===== src/rtl/countdown_timer_if.sv =====
// Control/preset/status bundle for countdown_timer.
// The timer connects through the slave modport; its driver uses master.
interface countdown_timer_if;
  logic       load;
  logic [4:0] set_hours;
  logic [5:0] set_minutes;
  logic [5:0] set_seconds;
  logic       start;
  logic       pause;
  logic [4:0] hours;
  logic [5:0] minutes;
  logic [5:0] seconds;
  logic       running;
  logic       expired;
  logic       load_err;

  modport master (
    output load, set_hours, set_minutes, set_seconds, start, pause,
    input  hours, minutes, seconds, running, expired, load_err
  );

  modport slave (
    input  load, set_hours, set_minutes, set_seconds, start, pause,
    output hours, minutes, seconds, running, expired, load_err
  );
endinterface


===== src/rtl/countdown_timer.sv =====
// Loadable hh:mm:ss countdown timer on the 1 Hz time base, with a synchronous active-high reset.
// Optional feature: define COUNTDOWN_AUTO_RELOAD_EN to reload the preset at expiry.
module countdown_timer (
  input  logic             Clk_1sec,
  input  logic             reset,
  countdown_timer_if.slave bus
);

  typedef enum logic [1:0] {StIdle, StRun, StPaused, StExpired} state_e;

  state_e     r_state, w_state_nxt;
  logic [4:0] r_hours, w_hours_nxt, r_pre_hours, w_pre_hours_nxt;
  logic [5:0] r_minutes, w_minutes_nxt, r_pre_minutes, w_pre_minutes_nxt;
  logic [5:0] r_seconds, w_seconds_nxt, r_pre_seconds, w_pre_seconds_nxt;
  logic       r_expired, w_expired_nxt;
  logic       r_load_err, w_load_err_nxt;

  logic w_set_ok, w_time_zero, w_time_one;

  assign w_set_ok    = (bus.set_hours <= 5'd23) && (bus.set_minutes <= 6'd59) &&
                       (bus.set_seconds <= 6'd59);
  assign w_time_zero = (r_hours == 5'd0) && (r_minutes == 6'd0) && (r_seconds == 6'd0);
  assign w_time_one  = (r_hours == 5'd0) && (r_minutes == 6'd0) && (r_seconds == 6'd1);

  always_comb begin
    w_state_nxt       = r_state;
    w_hours_nxt       = r_hours;
    w_minutes_nxt     = r_minutes;
    w_seconds_nxt     = r_seconds;
    w_pre_hours_nxt   = r_pre_hours;
    w_pre_minutes_nxt = r_pre_minutes;
    w_pre_seconds_nxt = r_pre_seconds;
    w_load_err_nxt    = 1'b0;
`ifdef COUNTDOWN_AUTO_RELOAD_EN
    w_expired_nxt     = 1'b0;
`else
    w_expired_nxt     = r_expired;
`endif

    if (bus.load) begin
      if (w_set_ok) begin
        w_hours_nxt       = bus.set_hours;
        w_minutes_nxt     = bus.set_minutes;
        w_seconds_nxt     = bus.set_seconds;
        w_pre_hours_nxt   = bus.set_hours;
        w_pre_minutes_nxt = bus.set_minutes;
        w_pre_seconds_nxt = bus.set_seconds;
        w_state_nxt       = StIdle;
        w_expired_nxt     = 1'b0;
      end else begin
        w_load_err_nxt = 1'b1;
      end
    end else if (bus.pause && (r_state == StRun)) begin
      w_state_nxt = StPaused;
    end else if (bus.start && (((r_state == StIdle) && !w_time_zero) ||
                               (r_state == StPaused))) begin
      w_state_nxt = StRun;
    end else if (r_state == StRun) begin
      if (w_time_one) begin
`ifdef COUNTDOWN_AUTO_RELOAD_EN
        w_hours_nxt   = r_pre_hours;
        w_minutes_nxt = r_pre_minutes;
        w_seconds_nxt = r_pre_seconds;
        w_expired_nxt = 1'b1;
`else
        w_seconds_nxt = 6'd0;
        w_state_nxt   = StExpired;
        w_expired_nxt = 1'b1;
`endif
      end else if (r_seconds != 6'd0) begin
        w_seconds_nxt = r_seconds - 6'd1;
      end else begin
        // Borrow chain; time is nonzero here so hours never underflows.
        w_seconds_nxt = 6'd59;
        if (r_minutes != 6'd0) begin
          w_minutes_nxt = r_minutes - 6'd1;
        end else begin
          w_minutes_nxt = 6'd59;
          w_hours_nxt   = r_hours - 5'd1;
        end
      end
    end
  end

  always_ff @(posedge Clk_1sec) begin
    if (reset) begin
      r_state       <= StIdle;
      r_hours       <= 5'd0;
      r_minutes     <= 6'd0;
      r_seconds     <= 6'd0;
      r_pre_hours   <= 5'd0;
      r_pre_minutes <= 6'd0;
      r_pre_seconds <= 6'd0;
      r_expired     <= 1'b0;
      r_load_err    <= 1'b0;
    end else begin
      r_state       <= w_state_nxt;
      r_hours       <= w_hours_nxt;
      r_minutes     <= w_minutes_nxt;
      r_seconds     <= w_seconds_nxt;
      r_pre_hours   <= w_pre_hours_nxt;
      r_pre_minutes <= w_pre_minutes_nxt;
      r_pre_seconds <= w_pre_seconds_nxt;
      r_expired     <= w_expired_nxt;
      r_load_err    <= w_load_err_nxt;
    end
  end

  assign bus.hours    = r_hours;
  assign bus.minutes  = r_minutes;
  assign bus.seconds  = r_seconds;
  assign bus.running  = (r_state == StRun);
  assign bus.expired  = r_expired;
  assign bus.load_err = r_load_err;

endmodule


===== src/flat_wrapper.sv =====
// flat-port wrapper written by rule: the top's interface ports become plain ports
module countdown_timer_flat 
  (Clk_1sec, reset, bus_load, bus_set_hours, bus_set_minutes, bus_set_seconds, bus_start, bus_pause, bus_hours, bus_minutes, bus_seconds, bus_running, bus_expired, bus_load_err);
  countdown_timer_if bus_i ();
  input  logic Clk_1sec;
  input  logic reset;
  input wire logic [$bits(bus_i.load)-1:0] bus_load;
  input wire logic [$bits(bus_i.set_hours)-1:0] bus_set_hours;
  input wire logic [$bits(bus_i.set_minutes)-1:0] bus_set_minutes;
  input wire logic [$bits(bus_i.set_seconds)-1:0] bus_set_seconds;
  input wire logic [$bits(bus_i.start)-1:0] bus_start;
  input wire logic [$bits(bus_i.pause)-1:0] bus_pause;
  output wire logic [$bits(bus_i.hours)-1:0] bus_hours;
  output wire logic [$bits(bus_i.minutes)-1:0] bus_minutes;
  output wire logic [$bits(bus_i.seconds)-1:0] bus_seconds;
  output wire logic [$bits(bus_i.running)-1:0] bus_running;
  output wire logic [$bits(bus_i.expired)-1:0] bus_expired;
  output wire logic [$bits(bus_i.load_err)-1:0] bus_load_err;
  assign bus_i.load = bus_load;
  assign bus_i.set_hours = bus_set_hours;
  assign bus_i.set_minutes = bus_set_minutes;
  assign bus_i.set_seconds = bus_set_seconds;
  assign bus_i.start = bus_start;
  assign bus_i.pause = bus_pause;
  assign bus_hours = bus_i.hours;
  assign bus_minutes = bus_i.minutes;
  assign bus_seconds = bus_i.seconds;
  assign bus_running = bus_i.running;
  assign bus_expired = bus_i.expired;
  assign bus_load_err = bus_i.load_err;
  countdown_timer u_core (.Clk_1sec(Clk_1sec), .reset(reset), .bus(bus_i));
endmodule

===== config.mk =====
export PLATFORM = sky130hd
export DESIGN_NAME = countdown_timer_flat
export DESIGN_NICKNAME = d
export VERILOG_FILES = /design/src/rtl/countdown_timer_if.sv /design/src/rtl/countdown_timer.sv /design/src/flat_wrapper.sv
export SDC_FILE = /design/constraint.sdc
export NUM_CORES = 1
export LEC_CHECK = 0
export CAP_MARGIN = 15
export CORE_UTILIZATION = 49
export CTS_CLUSTER_SIZE = 12
export DETAILED_ROUTE_END_ITERATION = 8
export PLACE_DENSITY = 0.83
export SLEW_MARGIN = 0
export SYNTH_ARGS = -nofsm -noshare
export SYNTH_HDL_FRONTEND = slang
export SYNTH_SLANG_ARGS = --single-unit

===== constraint.sdc =====
create_clock -name Clk_1sec -period 2.49 [get_ports Clk_1sec]
set_input_delay 0.3735 -clock Clk_1sec [delete_from_list [all_inputs] [get_ports Clk_1sec]]
set_output_delay 0.3735 -clock Clk_1sec [all_outputs]
set_load 0.02 [all_outputs]

# == Word level (Yosys, flattened, before mapping) ==
# Index checks and enable logic that the tools add are counted.
# classes
bitwise_logic,1
magnitude_cmp,3
add_sub_neg,3
n_eq_ne,9
mux,36
reduce_logical,26
# ops
cell,n
2-to-1 mux 6 bit,15
2-to-1 mux 5 bit,8
less-or-equal comparator 6 bit (second input constant),2
zero test 6 bit,2
2-to-1 mux 2 bit,6
nonzero test 6 bit,2
subtractor 6 x 1 -> 6 bit (second input constant),2
inequality test 2 bit (second input constant),5
logical AND 1 bit,8
nonzero test 4 bit,2
2-to-1 mux 1 bit,7
AND reduction 7 bit,1
== test 6 x 1 -> 1 bit (second input constant),1
AND reduction 6 bit,1
less-or-equal comparator 5 bit (second input constant),1
zero test 5 bit,1
AND reduction 5 bit,1
subtractor 5 x 1 -> 5 bit (second input constant),1
AND reduction 4 bit,1
nonzero test 2 bit,2
AND reduction 3 bit,1
== test 2 x 1 -> 1 bit (second input constant),1
== test 2 bit (second input constant),1
zero test 2 bit,1
other kinds (5),5
# word_totals
elab_cells,84
register_bits,21
inputBits,22

# == Logic depth before layout (Yosys ltp) ==
# logic_depth
ltp_word,10
mapped_depth,6
depth_no_buf,6

# == Worst setup path before layout ==
# Ideal clock, no wire load.
# synth_path
path_type,flip-flop to flip-flop
from,register u_core.r_minutes[0] (netlist: u_core.bus.minutes[0])
to,register u_core.r_hours[3] (netlist: u_core.bus.hours[3])
stages_incl_launch_ff,7
synth_period_minus_slack_ns,1.910
path_buffers,0
setup_ns,0.117
required_time_ns,2.373
setup_slack_ns,0.580
arrival_time_ns,1.793
cell_sequence,dfxtp_1 > inv_1 > ha_1 > or4b_4 > a211oi_1 > o22ai_1 > a32o_1
# synth_via
elab_chain_cells,9
# synth_rtl
item,line_no,text
start: declaration,countdown_timer.sv:13,"logic [5:0] r_minutes, w_minutes_nxt, r_pre_minutes, w_pre_minutes_nxt;"
start signal: assignment,countdown_timer.sv:99,r_minutes <= w_minutes_nxt;
zero test 6 bit,"countdown_timer.sv:22, countdown_timer.sv:23",
logical AND 1 bit,"countdown_timer.sv:22, countdown_timer.sv:23",
logical AND 1 bit,countdown_timer.sv:22,assign w_time_zero = (r_hours == 5'd0) && (r_minutes == 6'd0) && (r_seconds == 6'd0);
zero test 1 bit,countdown_timer.sv:55,end else if (bus.start && (((r_state == StIdle) && !w_time_zero) ||
logical AND 1 bit,countdown_timer.sv:55,
logical OR 1 bit,countdown_timer.sv:55,
logical AND 1 bit,countdown_timer.sv:55,
inequality test 2 bit (no source line),-,
AND reduction 7 bit (no source line) (*),-,
end signal: assignment,countdown_timer.sv:98,r_hours <= w_hours_nxt;
end: declaration,countdown_timer.sv:12,"logic [4:0] r_hours, w_hours_nxt, r_pre_hours, w_pre_hours_nxt;"
# Every way passes the cells marked *; elsewhere a longest branch is shown, timed or not.
# A chain may end at the register's enable or synchronous reset.

# == Worst setup path after layout ==
# layout_path
from,register u_core.r_hours[1] (netlist: u_core.bus.hours[1])
to,register u_core.r_seconds[5] (netlist: u_core.bus.seconds[5])
# layout_via
elab_chain_cells,9
# layout_rtl
item,line_no,text
zero test 5 bit (*),"countdown_timer.sv:22, countdown_timer.sv:23",
logical AND 1 bit (*),"countdown_timer.sv:22, countdown_timer.sv:23",
logical AND 1 bit,countdown_timer.sv:22,
zero test 1 bit,countdown_timer.sv:55,
logical AND 1 bit,countdown_timer.sv:55,
logical OR 1 bit,countdown_timer.sv:55,
logical AND 1 bit,countdown_timer.sv:55,
inequality test 2 bit (no source line),-,
AND reduction 4 bit (no source line),-,
end signal: assignment,countdown_timer.sv:100,r_seconds <= w_seconds_nxt;
end: declaration,countdown_timer.sv:14,"logic [5:0] r_seconds, w_seconds_nxt, r_pre_seconds, w_pre_seconds_nxt;"
# Every way passes the cells marked *; elsewhere a longest branch is shown, timed or not. The select of a mux whose other input is x is not followed.

==> metrics <==
GRT overflow=0; Syn Inst Count=199; Endpoint, Worst Hold=u_core.bus.expired; Synth area leaders=dfxtp_1, ha_1, nor2_1, nand2_1, nor4b_4; clock skew=0.00426 ns; RSZ-0062 raised after global routing=no; initial antenna violation count=0; met2 usage=44.9%; vias in the first global route=1656; final core utilization=69.6%; worst r2r src=u_core.bus.hours[1]; GR Util All Layers=28.5%; CP Capture Type=flip-flop; Yosys warnings=0; status=finished, final reports clean; CTS Sinks=21; Comb pwr share=48.3%; Final Setup Violations=0; Die ar.=0.00357 sq mm; CTS tree=yes; clk_lat worst skew=0.33 ns; WP buf/inv=1; Max clock buf depth=2; Syn Nets=227; setup TNS=0 ns; Inserted Diodes=0; internal power=0.703 mW; initial drt markers=152; Worst Tran Pin Value=0.521 ns; sequential area share after synthesis=25.7%; Fin. Hold Viols=0; P_sw=0.471 mW; first-pass GRT wire length=7.68 mm; synthesized area=0.00164 sq mm; Rows=20; Slew Limit Fails=0; Die H=59.8 um; Die X=59.8 um; worst slack, placed=0.271 ns; met1 Use GR=36.8%; post-CTS sizing=0; VDD IR max=0.000328 V; DRC violations left=0; worst-path cell chain=inv_1 > ha_1 > or4b_4 > nor4_1 > a2bb2oi_1 > o221ai_1; fin crit share=85.9%; # IOs=42; Slowest cell on crit path=or4b_4; placed insts=283; fmax=468 MHz; relative slew slack=64.8%; Clk pin slew, worst setup/hold paths=0.13 ns; Worst path max stage delay=0.51 ns; routing usage on met3=6.93%; final std cells w/o fill=287; ANT nets after route=0; Final Wtd Congestion=0.949; fin crit period=2.14 ns; Vias=1839; power per standard cell area=544 mW/mm^2; number of synthesized register bits=21; required time worst endpoint=2.70 ns; static leakage=0.814 nW; Worst path top cell family by delay=simple AND/OR/NAND/NOR gates; CTS H-tree lvls=1; footprint of the multi-input gates=0.00112 sq mm; commonest non-fill, non-tap cell in the layout=clkdlybuf4s50_1; Worst Setup Start Kind=flip-flop; R2R cell count=6; total CTS buffers=3; Clk pwr share=15.2%; layout cells sized above 1=13.2%; most frequent cells in the layout=clkdlybuf4s50_1, dfxtp_1, nor2_1; area delta synth->final=31.9%; CP max FO=5; Fill cells=280; Core Region=0.00310 sq mm; Reg power frac=36.5%; syn_area_per_cell=8.22 sq um; HP Class=reg2reg; capture point of the worst reg-to-reg path=u_core.bus.seconds[5]; switching share of power=40.1%; max cap viols=0; Detailed Place HPWL=3.48 mm; top cell type's share of synthesized area=25.7%; Avg WL per Cell=16.7 um; reg-to-reg slack, setup=0.35 ns; largest net degree at the start of global routing=18; CP arrival=2.35 ns; root buf cell=clkbuf_4; top_reg_cell synth=dfxtp_1; WL final=4.79 mm; Seq. cell area=420 sq um; final net count=272; Yosys cell types=59; Hold-fix buffers, CTS=0; Hold Path Cell Cnt=2; EDFF count, synth=0; Initial Util=52.7%; Setup Buffers After CTS=0; critical path type=reg2reg; hold path start=u_core.bus.expired; DRT Pass-1 Iters=4; port buffer count=41; Top Usage Layer GRT=met2; post-route setup slack=0.352 ns; Vias/cell=6.41; post-synth top area cell=dfxtp_1; ys async rst share=0%
[state kept, by name, indices dropped and copies added, names as in the netlist]
name,flops
u_core.r_state,2
u_core.bus.minutes,6
u_core.bus.seconds,6
u_core.bus.hours,5
u_core.bus.load_err,1
u_core.bus.expired,1
[cell families after synthesis]
logic type                 count (synthesis)  synth area share, %
AOI/OAI and AO/OA                         69                 32.7
adders and majority gates                  6                 4.59
buffers and inverters                     23                 5.58
DFF                                       21                 25.7
muxes                                      3                 1.91
and+or+nand+nor                           77                 29.5
[per-layer routing]
metal	up-vias	wire, um
met4	0	163
li1	864	-
met2	102	2220
met3	25	395
met5	-	0
met1	848	2010
[cell type report]
class | instances | area share (%)
Clock buffer | 3 | 1.04
Clock inverter | 1 | 0.232
Inverter | 12 | 2.09
Multi-Input combinational cell | 155 | 52.1
Sequential cell | 21 | 19.5
Tap cell | 44 | 2.55
Timing Repair Buffer | 51 | 22.5
[how the worst max path moves through the flow]
| stage | from | endpoint | cells after the start |
|---|---|---|---|
| CTS | u_core.bus.minutes[0] | u_core.bus.seconds[5] | 6 |
| global placement | bus_load | u_core.bus.minutes[2] | 5 |
| finish | u_core.bus.hours[1] | u_core.bus.seconds[5] | 6 |
| floorplan | u_core.bus.minutes[0] | u_core.bus.hours[3] | 6 |
| global route | u_core.bus.hours[1] | u_core.bus.seconds[5] | 6 |
| detailed placement | bus_load | u_core.bus.minutes[2] | 5 |
[cell usage after synthesis, types with 4 or more instances]
library cell,number
dfxtp_1,21
nand4_1,7
o211ai_1,5
o21ai_0,9
a21oi_1,8
clkbuf_1,7
a31oi_1,4
nand2b_1,4
inv_1,10
nor3_1,4
a211oi_1,5
nand3_1,5
nor2_1,17
o22ai_1,4
nand2_1,14
ha_1,6
nor2b_1,5
a32o_1,4
[through the flow]
stage               hold WS, ns  power (mW)  area (sq um)
floorplan                 0.485       0.790          1640
global placement          0.459       0.985          2130
detailed placement        0.466       0.989          2130
CTS                       0.488        1.17          2160
global route              0.505        1.24          2160
finish                    0.484        1.17          2160
[worst register-to-register path: cells and delay by family, from the launching register on]
kind	cells	cell delay (ns)
buffers and inverters	1	0.11
AOI/OAI and AO/OA	2	0.45
adders and majority gates	1	0.19
and+or+nand+nor	2	0.92
DFF	1	0.34
[power groups by stage]
stage	Sequential (mW)	Clock (mW)	Combinational (mW)
after floorplan	0.458	0	0.332
after global placement	0.435	0	0.550
after detailed placement	0.435	0	0.554
after CTS	0.427	0.183	0.559
after global routing	0.436	0.193	0.610
final	0.429	0.178	0.567
No activity file was read; power rests on OpenSTA's default activity.
